$ cat config.mk
export PLATFORM = sky130hd
export DESIGN_NAME = lap_stopwatch
export DESIGN_NICKNAME = d
export VERILOG_FILES = /design/src/rtl/lap_stopwatch_pkg.sv /design/src/rtl/btn_sync_edge.sv /design/src/rtl/lap_stopwatch.sv
export SDC_FILE = /design/constraint.sdc
export NUM_CORES = 1
export LEC_CHECK = 0
export ABC_CLOCK_PERIOD_IN_PS = 3000
export BUFFER_PORTS_ARGS = -buffer_cell sky130_fd_sc_hd__buf_2
export CAP_MARGIN = 20
export CORE_ASPECT_RATIO = 1.75
export CORE_MARGIN = 5
export CORE_UTILIZATION = 30
export DETAILED_ROUTE_END_ITERATION = 16
export GPL_ROUTABILITY_DRIVEN = 0
export PLACE_DENSITY = 0.47
export SLEW_MARGIN = 20
export SYNTH_ARGS = -nofsm -noshare
export SYNTH_HDL_FRONTEND = slang
export SYNTH_SLANG_ARGS = --single-unit
$ cat constraint.sdc
create_clock -name clk -period 3 [get_ports clk]
set_clock_uncertainty 0.1 [all_clocks]
set_input_delay 0.3 -clock clk [delete_from_list [all_inputs] [get_ports clk]]
set_output_delay 0.3 -clock clk [all_outputs]
set_load 0.02 [all_outputs]
$ cat src/rtl/lap_stopwatch_pkg.sv
// Shared types and constants for the lap stopwatch: FSM states, BCD digit limits and the
// 7-segment decode used by the display driver.
package lap_stopwatch_pkg;

  typedef enum logic [1:0] {StIdle, StRun, StPause} sw_state_e;

  // dp lit on h_one, m_one and s_one; bit 7 is digit index 0 (leftmost).
  localparam logic [7:0] SepDpMask = 8'b0101_0100;

  // Maxima of {m_ten, m_one, s_ten, s_one, cc_ten, cc_one}.
  localparam logic [23:0] LowDigitMax = 24'h59_59_99;
  localparam logic [3:0]  DecDigitMax = 4'd9;
  localparam logic [3:0]  HourTenMax  = 4'd2;
  localparam logic [3:0]  HourOneWrap = 4'd3;

  // Returns {a,b,c,d,e,f,g}; codes 10..15 blank the digit.
  function automatic logic [6:0] bcd_to_seg(input logic [3:0] d);
    logic [6:0] seg;
    case (d)
      4'd0:    seg = 7'b111_1110;
      4'd1:    seg = 7'b011_0000;
      4'd2:    seg = 7'b110_1101;
      4'd3:    seg = 7'b111_1001;
      4'd4:    seg = 7'b011_0011;
      4'd5:    seg = 7'b101_1011;
      4'd6:    seg = 7'b101_1111;
      4'd7:    seg = 7'b111_0000;
      4'd8:    seg = 7'b111_1111;
      4'd9:    seg = 7'b111_1011;
      default: seg = 7'b000_0000;
    endcase
    return seg;
  endfunction

endpackage

$ cat src/rtl/btn_sync_edge.sv
// Two-flop synchroniser for a raw push-button level followed by a one-clock rising-edge pulse.
module btn_sync_edge (
  input  logic clk,
  input  logic rst,
  input  logic btn,
  output logic pulse
);

  logic s1_q, s2_q, s2_dly_q;

  always_ff @(posedge clk or posedge rst) begin
    if (rst) begin
      s1_q     <= 1'b0;
      s2_q     <= 1'b0;
      s2_dly_q <= 1'b0;
    end else begin
      s1_q     <= btn;
      s2_q     <= s1_q;
      s2_dly_q <= s2_q;
    end
  end

  assign pulse = s2_q & ~s2_dly_q;

endmodule

$ cat src/rtl/lap_stopwatch.sv
// HH:MM:SS.CC stopwatch with run/pause/clear control and a registered 8-digit 7-segment scan.
// Define LAP_HOLD_EN to build the lap register and display hold.
module lap_stopwatch
  import lap_stopwatch_pkg::*;
#(
  parameter int unsigned CLK_HZ         = 1000,
  parameter int unsigned SCAN_DIV       = 1,
  parameter bit          COM_ACTIVE_LOW = 1'b1
) (
  input  logic       clk,
  input  logic       rst,
  input  logic       start_btn,
  input  logic       lap_btn,
  input  logic       clr_btn,
  output logic [7:0] seg_data,
  output logic [7:0] seg_com,
  output logic       running,
  output logic       overflow
);

  localparam int unsigned PrescCnt = CLK_HZ / 100;
  localparam int unsigned PrescW   = (PrescCnt > 1) ? $clog2(PrescCnt) : 1;
  localparam logic [PrescW-1:0] PrescMax = PrescW'(PrescCnt - 1);
  localparam int unsigned DivW     = (SCAN_DIV > 1) ? $clog2(SCAN_DIV) : 1;
  localparam logic [DivW-1:0] DivMax = DivW'(SCAN_DIV - 1);

  sw_state_e         state_q;
  logic [PrescW-1:0] presc_q;
  logic              ovf_q;
  logic [31:0]       time_q, time_d, time_inc, shown;
  logic              start_ev, clr_ev, tick, day_wrap;

  btn_sync_edge u_start (.clk(clk), .rst(rst), .btn(start_btn), .pulse(start_ev));
  btn_sync_edge u_clr   (.clk(clk), .rst(rst), .btn(clr_btn),   .pulse(clr_ev));

`ifdef LAP_HOLD_EN
  logic        lap_ev, hold_q;
  logic [31:0] lap_q;

  btn_sync_edge u_lap (.clk(clk), .rst(rst), .btn(lap_btn), .pulse(lap_ev));
  assign shown = hold_q ? lap_q : time_q;
`else
  logic unused_lap;
  assign unused_lap = lap_btn;
  assign shown      = time_q;
`endif

  assign tick = (state_q == StRun) && (presc_q == PrescMax);

  // BCD increment with the whole carry chain resolved in one cycle.
  always_comb begin
    logic carry;
    time_inc = time_q;
    day_wrap = 1'b0;
    carry    = 1'b1;
    for (int i = 0; i < 6; i++) begin
      if (carry) begin
        if (time_q[4*i +: 4] == LowDigitMax[4*i +: 4]) begin
          time_inc[4*i +: 4] = 4'd0;
        end else begin
          time_inc[4*i +: 4] = time_q[4*i +: 4] + 4'd1;
          carry              = 1'b0;
        end
      end
    end
    if (carry) begin
      if (time_q[31:28] == HourTenMax && time_q[27:24] == HourOneWrap) begin
        time_inc[31:24] = 8'h00;
        day_wrap        = 1'b1;
      end else if (time_q[27:24] == DecDigitMax) begin
        time_inc[27:24] = 4'd0;
        time_inc[31:28] = time_q[31:28] + 4'd1;
      end else begin
        time_inc[27:24] = time_q[27:24] + 4'd1;
      end
    end
  end

  always_comb begin
    time_d = time_q;
    unique case (state_q)
      StRun:           if (tick) time_d = time_inc;
      StIdle, StPause: if (clr_ev) time_d = '0;
      default:         time_d = time_q;
    endcase
  end

  always_ff @(posedge clk or posedge rst) begin
    if (rst) time_q <= '0;
    else     time_q <= time_d;
  end

  always_ff @(posedge clk or posedge rst) begin
    if (rst) begin
      state_q <= StIdle;
      presc_q <= '0;
      ovf_q   <= 1'b0;
`ifdef LAP_HOLD_EN
      hold_q  <= 1'b0;
      lap_q   <= '0;
`endif
    end else begin
`ifdef LAP_HOLD_EN
      // The clear below is scheduled later, so PAUSE+clr wins over a coincident lap.
      if (lap_ev && state_q != StIdle) begin
        if (hold_q) begin
          hold_q <= 1'b0;
        end else begin
          hold_q <= 1'b1;
          lap_q  <= time_q;
        end
      end
`endif
      unique case (state_q)
        StIdle: begin
          if (clr_ev) begin
            presc_q <= '0;
            ovf_q   <= 1'b0;
          end else if (start_ev) begin
            state_q <= StRun;
          end
        end
        StRun: begin
          presc_q <= tick ? '0 : presc_q + 1'b1;
          if (tick && day_wrap) ovf_q <= 1'b1;
          if (start_ev) state_q <= StPause;
        end
        StPause: begin
          if (clr_ev) begin
            state_q <= StIdle;
            presc_q <= '0;
            ovf_q   <= 1'b0;
`ifdef LAP_HOLD_EN
            hold_q  <= 1'b0;
`endif
          end else if (start_ev) begin
            state_q <= StRun;
          end
        end
        default: state_q <= StIdle;
      endcase
    end
  end

  assign running  = (state_q == StRun);
  assign overflow = ovf_q;

  logic [DivW-1:0] div_q;
  logic [2:0]      idx_q;
  logic [7:0]      seg_data_q, seg_com_q, cur_sel;
  logic [3:0]      cur_digit;
  logic            cur_dp;

  // Digit index 0 is h_ten, held in the top nibble of the time word.
  always_comb begin
    cur_digit = shown[{~idx_q, 2'b00} +: 4];
    cur_sel   = 8'h80 >> idx_q;
    cur_dp    = SepDpMask[~idx_q];
  end

  always_ff @(posedge clk or posedge rst) begin
    if (rst) begin
      div_q      <= '0;
      idx_q      <= '0;
      seg_data_q <= 8'h00;
      seg_com_q  <= COM_ACTIVE_LOW ? 8'hFF : 8'h00;
    end else begin
      seg_data_q <= {bcd_to_seg(cur_digit), cur_dp};
      seg_com_q  <= COM_ACTIVE_LOW ? ~cur_sel : cur_sel;
      if (div_q == DivMax) begin
        div_q <= '0;
        idx_q <= idx_q + 3'd1;
      end else begin
        div_q <= div_q + 1'b1;
      end
    end
  end

  assign seg_data = seg_data_q;
  assign seg_com  = seg_com_q;

endmodule

; Word-level counts from Yosys, hierarchy flattened
; Memories as Yosys holds them, arrays and structs flattened. A register that Yosys moved wholly into a read port is not among the register bits.
; Cells that the tools add are included.
[word_totals]
reg_bits = 57
mem_bits_ro = 120
wordCells = 125
n_memories = 2
[mem_list]
columns = memory, words, width, read_ports, rd_clocked_by_memory_dff, wr, line
row1 = (name not given), 16, 7, 1, 1, 0, lap_stopwatch_pkg.sv:19  ; case (d)
row2 = (name not given), 8, 1, 1, 1, 0, lap_stopwatch.sv:158  ; cur_dp = SepDpMask[~idx_q];
[op_classes]
addsub = 11
n_eq_ne = 24
n_shift = 2
muxes = 43
bitwise_logic = 6
n_reduce_logical = 17
[op_table]
columns = op, n
row1 = 32-bit two-way mux, 2
row2 = 32-bit case mux with 2 select lines, 1
row3 = 4-bit two-way mux, 15
row4 = "4-bit by 1-bit adder with 4-bit output, second input constant", 9
row5 = 32-bit by 6-bit variable part select with 4-bit output, 1
row6 = "4-bit == test, second input constant", 6
row7 = 4-bit AND reduction, 6
row8 = "2-bit by 1-bit != test with 1-bit output, second input constant", 10
row9 = 1-bit two-way mux, 16
row10 = 8-bit two-way mux, 2
row11 = "4-bit by 2-bit == test with 1-bit output, second input constant", 2
row12 = "4-bit by 3-bit == test with 1-bit output, second input constant", 2
row13 = 2-bit two-way mux, 4
row14 = 8-bit inverter, 1
row15 = 4-bit case mux with 2 select lines, 1
row16 = "8-bit by 3-bit right shift with 8-bit output, first input constant", 1
row17 = 2-bit case mux with 3 select lines, 1
row18 = 3-bit AND reduction, 2
row19 = 5-bit AND reduction, 1
row20 = 2-bit AND reduction, 2
row21 = "3-bit by 1-bit adder with 3-bit output, second input constant", 1
row22 = 1-bit logical AND, 3
row23 = "3-bit by 1-bit != test with 1-bit output, second input constant", 1
row24 = 3-bit inverter, 1
row25 = 10 further kinds, 12

; Logic depth before layout (Yosys ltp)
; Gate-level depths: netlist of run 1.
[depth]
ltp_word = 11
ltp_mapped = 9
depth_no_buf = 7

; Hierarchy
; Synthesis of run 1 repeated with hierarchy kept, for this count alone.
[unflattened]
cells_unflattened = 325
area_unflattened_um2 = 3463.3
[by_module_without_submodules]
columns = mod, n_inst, cells_each, area_each_um2, seq_area_each_um2
row1 = lap_stopwatch, 1, 315, 3278.1, 1461.4
row2 = btn_sync_edge, 2, 5, 92.6, 75.1

; Worst setup path after synthesis of run 1
; Ideal clock, no wire load.
[synth_timing]
path_kind = flip-flop to flip-flop
from = reg idx_q[1]
to = reg seg_data_q[2] (netlist: seg_data[2])
arrival_ns = 2.120
slack_ns = 0.697
stages_incl_launch_ff = 9
n_path_buf = 1
path_cell_list = dfrtp_1 clkbuf_1 mux4_2 mux2i_1 inv_1 ha_1 nor2_1 a21oi_1 o21ai_0
[synth_via]
elab_chain_len = 2
[synth_rtl]
columns = item, line
row1 = "start, declared", lap_stopwatch.sv:149  ; logic [2:0] idx_q;
row2 = "start signal, assigned", lap_stopwatch.sv:172  ; idx_q <= idx_q + 3'd1;
row3 = 3-bit inverter, lap_stopwatch.sv:156  ; cur_digit = shown[{~idx_q, 2'b00} +: 4];
row4 = 32-bit by 6-bit variable part select with 4-bit output, lap_stopwatch.sv:156
row5 = "end, declared", lap_stopwatch.sv:150  ; logic [7:0] seg_data_q, seg_com_q, cur_sel;
; Every way passes these cells.
; A chain may end at the register's enable or synchronous reset.

; Worst setup path in the final report of run 1
[layout_timing]
from = reg idx_q[0]
to = reg seg_data_q[2] (netlist: seg_data[2])
; Same word-level chain as after synthesis.

==> impl_results.md, run 1 <==
- Status: finished, violations left
- Failing checks: negative hold slack
- Post-synth ARST share: 1.00
- Final min period: 2530 ps
- FF+latch count, synth: 64
- Share of layout cells above drive strength 1: 0.216
- Final setup vio count: 0
- Antenna Violating Nets Remaining: 0
- Nets: 396
- Synth Net Count: 364
- Avg WL per Cell: 15.2 um
- Row count: 52
- Pleak: 1.96 nW
- DIE AREA: 14100 um2
- Setup_tns: 0 ps
- FMAX: 0.395 GHz
- CP top delay family: multiplexers
- Top FF cell, synth: dfrtp_1
- Post-synth EDFFs: 0
- Postcts setup bufs: 0
- Vias in the first global route: 2528
- Clock Tree Buf Depth: 2
- Netlist cell types: 62
- Max-cap violations: 0
- Synth top area share: 0.397
- CTS Root Buffer Type: clkbuf_16
- Pwr/cell area: 754 nW/um2
- Post-DP HPWL: 5720 um
- # diodes: 0
- Die height: approximately 150 um
- Mapped Area: 3530 um2
- Clock Sinks: 64
- WHS: -18.3 ps
- Slowest stage delay, CP: 680 ps
- Clock latency on the worst-skew pair: 330 ps
- Worst Setup SP: idx_q[0]
- Worst R2R Start: idx_q[0]
- Gr usage total: 0.117
- H-Tree Depth: 3
- Worst path required time: 3160 ps
- Final WL: roughly 7600 um
- CP Launch Type: flop
- DR pass1 iterations: 4
- Crit-path cells: mux4_2 -> mux2i_1 -> inv_1 -> ha_1 -> nor2_1 -> a21oi_1 -> o21ai_0
- DRC: 0
- CP Buf/Inv Count: 1
- Area grow syn2layout: 17.4%
- CP Class: reg2reg
- RSZ-0062 raised after global routing: no
- Ports: 23
- CTS tree: built
- Yosys warnings: 0
- Worst vdd ir: 0.000263 V
- 1st-iter DRT viols: 85
- Pin count of the biggest net entering global routing: 34
- Largest cells by area after synthesis: dfrtp_1 40%, ha_1 11%, dfstp_2 6.0%, mux4_2 4.5%, o21ai_0 4.4%
- Routed vias: 2529
- Resize count post-CTS: 0
- Fin. max-slew vios: 0
- Horiz. Die Dim: 92.0 um
- Congestion Overflow GR: 0
- Core area: 11600 um2
- HP Class: in2async
- Initial antenna violation count: 0
- First-pass GRT wire length: 12800 um
- Final hold viol count: 23
- Worst-path fanout max: 11
- CTS Buf Count: 9
- Via density: 5.05
- Crit. End Element: flop
- Largest area contributor in the netlist: dfrtp_1
- Port buffer count: 21
- Crit-path slowest cell: dfrtp_1
- Worst-path clk slew: 60 ps
- Cells after synthesis: 329
- Rel. slew slack: 0.515
- Seq/Total Area, Yosys: 0.457
- Mean Syn Cell Area: 10.7 um2
- Tightest Pin Transition: slightly above 700 ps
- Period utilisation layout: 0.844
- Critical Path AT: 2690 ps
- Initial core utilization: 0.305
-- path summary, 6_finish.rpt --
path | end | slack (ps) | cells past startpoint
min in group clk | u_clr.s2_q | 260 | 0
min reg2reg | u_clr.s2_q | 260 | 0
max reg2reg | seg_data[2] | 470 | 7
max | seg_data[2] | 470 | 7
max in group asynchronous | seg_com[7] | 2120 | 3
min | state_q[1] | -20 | 2
-- layout make-up --
cell class                      instances  area [um2]
Sequential cell                        64        1610
Tap cell                              135         169
Fill cell                            1154        7440
Timing Repair Buffer                   30         190
Multi-Input combinational cell        232        1770
Clock inverter                          6        68.8
Inverter                               24        90.1
Clock buffer                           10         239
-- state kept, by name, indices dropped and copies added, names as in the netlist --
| signal | flops |
|---|---|
| u_start.s2_dly_q | 1 |
| u_start.s2_q | 1 |
| seg_com | 8 |
| state_q | 2 |
| presc_q | 4 |
| u_clr.s2_q | 1 |
| u_clr.s1_q | 1 |
| u_clr.s2_dly_q | 1 |
| seg_data | 8 |
| u_start.s1_q | 1 |
| shown | 32 |
| idx_q | 3 |
| overflow | 1 |
-- repair_timing --
action / CTS / global route
endpoints found under the hold margin: 2 / 0
endpoints found under the setup margin: 0 / 0
hold buffers: 2 / 0
-- worst register-to-register path, delay by kind of cell (launching register included) --
kind                       cells  cell delay [ps]
muxes                          2             1010
DFF                            1              680
adders and majority gates      1              240
AOI/OAI and AO/OA              2              180
buffers and inverters          1              130
and+or+nand+nor                1              110
-- power breakdown --
group          total (mW)  internal (mW)  switching, mW
Combinational       0.813          0.357          0.456
Sequential           1.24           1.03          0.213
Clock                1.07          0.668          0.398
Total                3.12           2.06           1.07
-- cells in the final DEF (no fill, tap or decap), types with 2 or more instances in the layout --
cell	count
a21o_1	6
a21oi_1	3
and2_1	4
buf_2	21
buf_4	6
clkbuf_16	9
clkinv_4	3
dfrtp_1	56
dfstp_2	8
dlygate4sd3_1	2
ha_1	30
inv_1	21
inv_2	3
mux2i_1	5
mux4_2	7
nand2_1	31
nand2b_1	6
nand3_1	17
nand3b_1	4
nand3b_4	2
nand4_1	4
nand4b_1	2
nor2_1	14
nor2_2	2
nor2b_1	2
nor3_1	7
nor3b_1	3
o21ai_0	31
o21ai_1	5
o22ai_1	2
o31ai_1	7
or4_1	2
xnor2_1	4
xor2_1	3
-- per-stage QoR --
step,instances,utilization,setup WS (ps),power (mW),area [um2]
floorplan,329,-,697,1.82,3530
global placement,483,0.329,506,2.07,3810
detailed placement,483,0.329,470,2.08,3810
CTS,501,0.358,435,3.17,4140
global route,501,0.358,186,3.34,4140
finish,501,0.358,468,3.12,4140
-- cells in the mapped netlist (3+ instances only) --
master,instances
ha_1,30
a21o_1,6
nand2_1,31
mux2i_1,5
nor3b_1,3
o21ai_1,5
nor3_1,7
dfrtp_1,56
xor2_1,3
nand3_1,17
xnor2_1,4
a21oi_1,3
nor2_1,14
and2_1,4
buf_2,4
nand3b_1,4
o21ai_0,31
nand2b_1,6
dfstp_2,8
nand4_1,4
mux4_2,7
inv_1,22
o31ai_1,7
-- routing by layer --
| metal | up-vias | GRT usage | routed length [um] |
|---|---|---|---|
| met5 | - | 0 | 0 |
| met3 | 11 | 0.0337 | 188 |
| met1 | 1263 | 0.115 | 2810 |
| met4 | 0 | 0.0567 | 220 |
| li1 | 1229 | - | - |
| met2 | 26 | 0.221 | 4400 |
-- cell families (layout without fill, tap and decap cells) --
| kind of cell | count (synthesis) | after routing | share of synthesized area |
|---|---|---|---|
| AOI/OAI and AO/OA | 69 | 69 | 0.131 |
| xor gates and xnor gates | 7 | 7 | 0.0174 |
| adders and majority gates | 30 | 30 | 0.106 |
| buffers and inverters | 33 | 70 | 0.0408 |
| DFF | 64 | 64 | 0.457 |
| muxes | 13 | 13 | 0.0663 |
| and+or+nand+nor | 113 | 113 | 0.182 |
Note: power is estimated with default switching activity, not from simulation.
==> run 2: changes to the inputs <==
ABC_CLOCK_PERIOD_IN_PS = 2400   (was 3000)
clock period = 2.4 ns   (was 3 ns; I/O delays follow)
==> run 2 against run 1 <==
Effect of this change: the flow now finishes without violations; final area is 4.6% higher; sequential share of layout area is 1.7 points lower; register-to-register slack worse by 350 ps; flip-flop and latch count stayed put; cell count is 3.8% higher.
==> impl_results.md, run 2 (synthesis results as in run 1) <==
- RSZ-0062 raised after global routing: no
- Setup_tns: 0 ps
- Final WL: 8160 um
- Min setup slack post-route: 116 ps
- FMAX: 0.438 GHz
- Worst-path fanout max: 7
- Max-cap violations: 0
- Worst-path clk slew: 60 ps
- Initial core utilization: 0.305
- Area grow syn2layout: 22.8%
- CP Buf/Inv Count: 1
- DIE AREA: 14100 um2
- Via density: approximately 5
- GR Util met3: 0.0215
- Worst vdd ir: 0.000361 V
- Nets: 415
- Final hold viol count: 0
- Cell area after layout: 4330 um2
- CP top delay family: simple AND/OR/NAND/NOR gates
- Crit. End Element: flop
- Share of layout cells above drive strength 1: 0.249
- First-pass GRT wire length: 13400 um
- Pre-CTS setup slack: 75.3 ps
- Avg WL per Cell: between 15 and 20 um
- Layout fillers: approximately 1100
- Clock Sinks: 64
- Port buffer count: 21
- Core area: 11600 um2
- Clock latency on the worst-skew pair: 330 ps
- Commonest non-fill, non-tap cell in the layout: dfrtp_1
- Clock Tree Buf Depth: 2
- Crit-path cells: inv_1 -> ha_1 -> nand3b_4 -> nor3_4 -> a31oi_2 -> or2_1 -> o41ai_1
- Gr usage total: 0.122
- Post-DP HPWL: 6050 um
- Final min period: roughly 2300 ps
- Gr busiest metal: met2
- Fin. max-slew vios: 0
- Crit-path slowest cell: dfrtp_1
- CTS Root Buffer Type: clkbuf_16
- Slowest stage delay, CP: 420 ps
- CP Launch Type: flop
- Pleak: 2.07 nW
- Congestion Overflow GR: 0
- Pin count of the biggest net entering global routing: 65
- CP Class: reg2reg
- Routing usage on met1: 0.119
- Most frequent cells in the layout: 55 x dfrtp_1, 31 x nand2_1, 31 x o21ai_0
- Horiz. Die Dim: 92.0 um
- Row count: 52
- DRC: 0
- Rel. slew slack: 0.646
- CTS tree: built
- DR pass1 iterations: 4
- Die height: around 150 um
- # diodes: 0
- Worst path required time: roughly 2500 ps
- Routed vias: 2629
- Initial antenna violation count: 0
- Period utilisation layout: 0.952
- Tightest Pin Transition: 530 ps
- WHS: 257 ps
- Placed Area: 3950 um2
- H-Tree Depth: 3
- 1st-iter DRT viols: approximately 110
- Largest register FFs: 32
- HP Class: reg2reg
- Critical Path AT: 2400 ps
- Pwr/cell area: 965 nW/um2
- Antenna Violating Nets Remaining: 0
- Met2 Use GR: 0.236
- Status: complete, no violations
- CTS Buf Count: 9
- Vias in the first global route: 2734
- Final setup vio count: 0
- Ports: 23
## run 2: path summary, 6_finish.rpt
kind	slack, ps	cells after the start	to	startpoint
max	120	7	shown[27]	shown[1]
max reg2reg	120	7	shown[27]	shown[1]
min	260	0	u_clr.s2_q	u_clr.s1_q
max in group asynchronous	1460	4	seg_com[3]	rst
min in group asynchronous	420	4	shown[30]	rst
min reg2reg	260	0	u_clr.s2_q	u_clr.s1_q
## run 2: stage by stage
step                instances  power, mW   util
floorplan                 329       2.28      -
CTS                       518       4.24  0.373
detailed placement        499       2.71  0.341
global route              520       4.45  0.374
finish                    520       4.18  0.374
global placement          499       2.68  0.341
## run 2: repair_timing
action / 4_1_cts / 5_1_grt
setup buffers: 0 / 2
hold buffers: 3 / 0
endpoints found under the setup margin: 0 / 3
hold endpoints to repair: 58 / 0
resized for setup: 0 / 1
## run 2: power breakdown
part / leakage, nW / internal, mW / switching (mW)
logic: 1.10 / 0.516 / 0.613
registers: 0.807 / 1.29 / 0.260
clock network: 0.160 / 1.02 / 0.487
total: 2.07 / 2.82 / 1.36
## run 2: worst register-to-register path: cells and delay by family (launching register included)
| kind | cells | cell delay (ps) |
|---|---|---|
| adders and majority gates | 1 | 190 |
| buffers and inverters | 1 | 90 |
| and+or+nand+nor | 3 | 790 |
| DFF | 1 | 420 |
| AOI/OAI and AO/OA | 2 | 570 |
## run 2: metal layers
metal  vias to the layer above  routed length, um  part of all wire
met3                        17                206             0.025
met4                         0                226             0.028
met5                         -                  0                 0
met2                        37               4620              0.57
met1                      1310               3110              0.38
li1                       1265                  -                 -
## run 2: cell type report
type                            count  area (um2)  share of cell area
Sequential cell                    64        1610               0.372
Inverter                           24        90.1              0.0208
Multi-Input combinational cell    232        1770               0.409
Timing Repair Buffer               49         348              0.0803
Clock inverter                      5         106              0.0245
Clock buffer                       11         233              0.0537
Tap cell                          135         169              0.0390
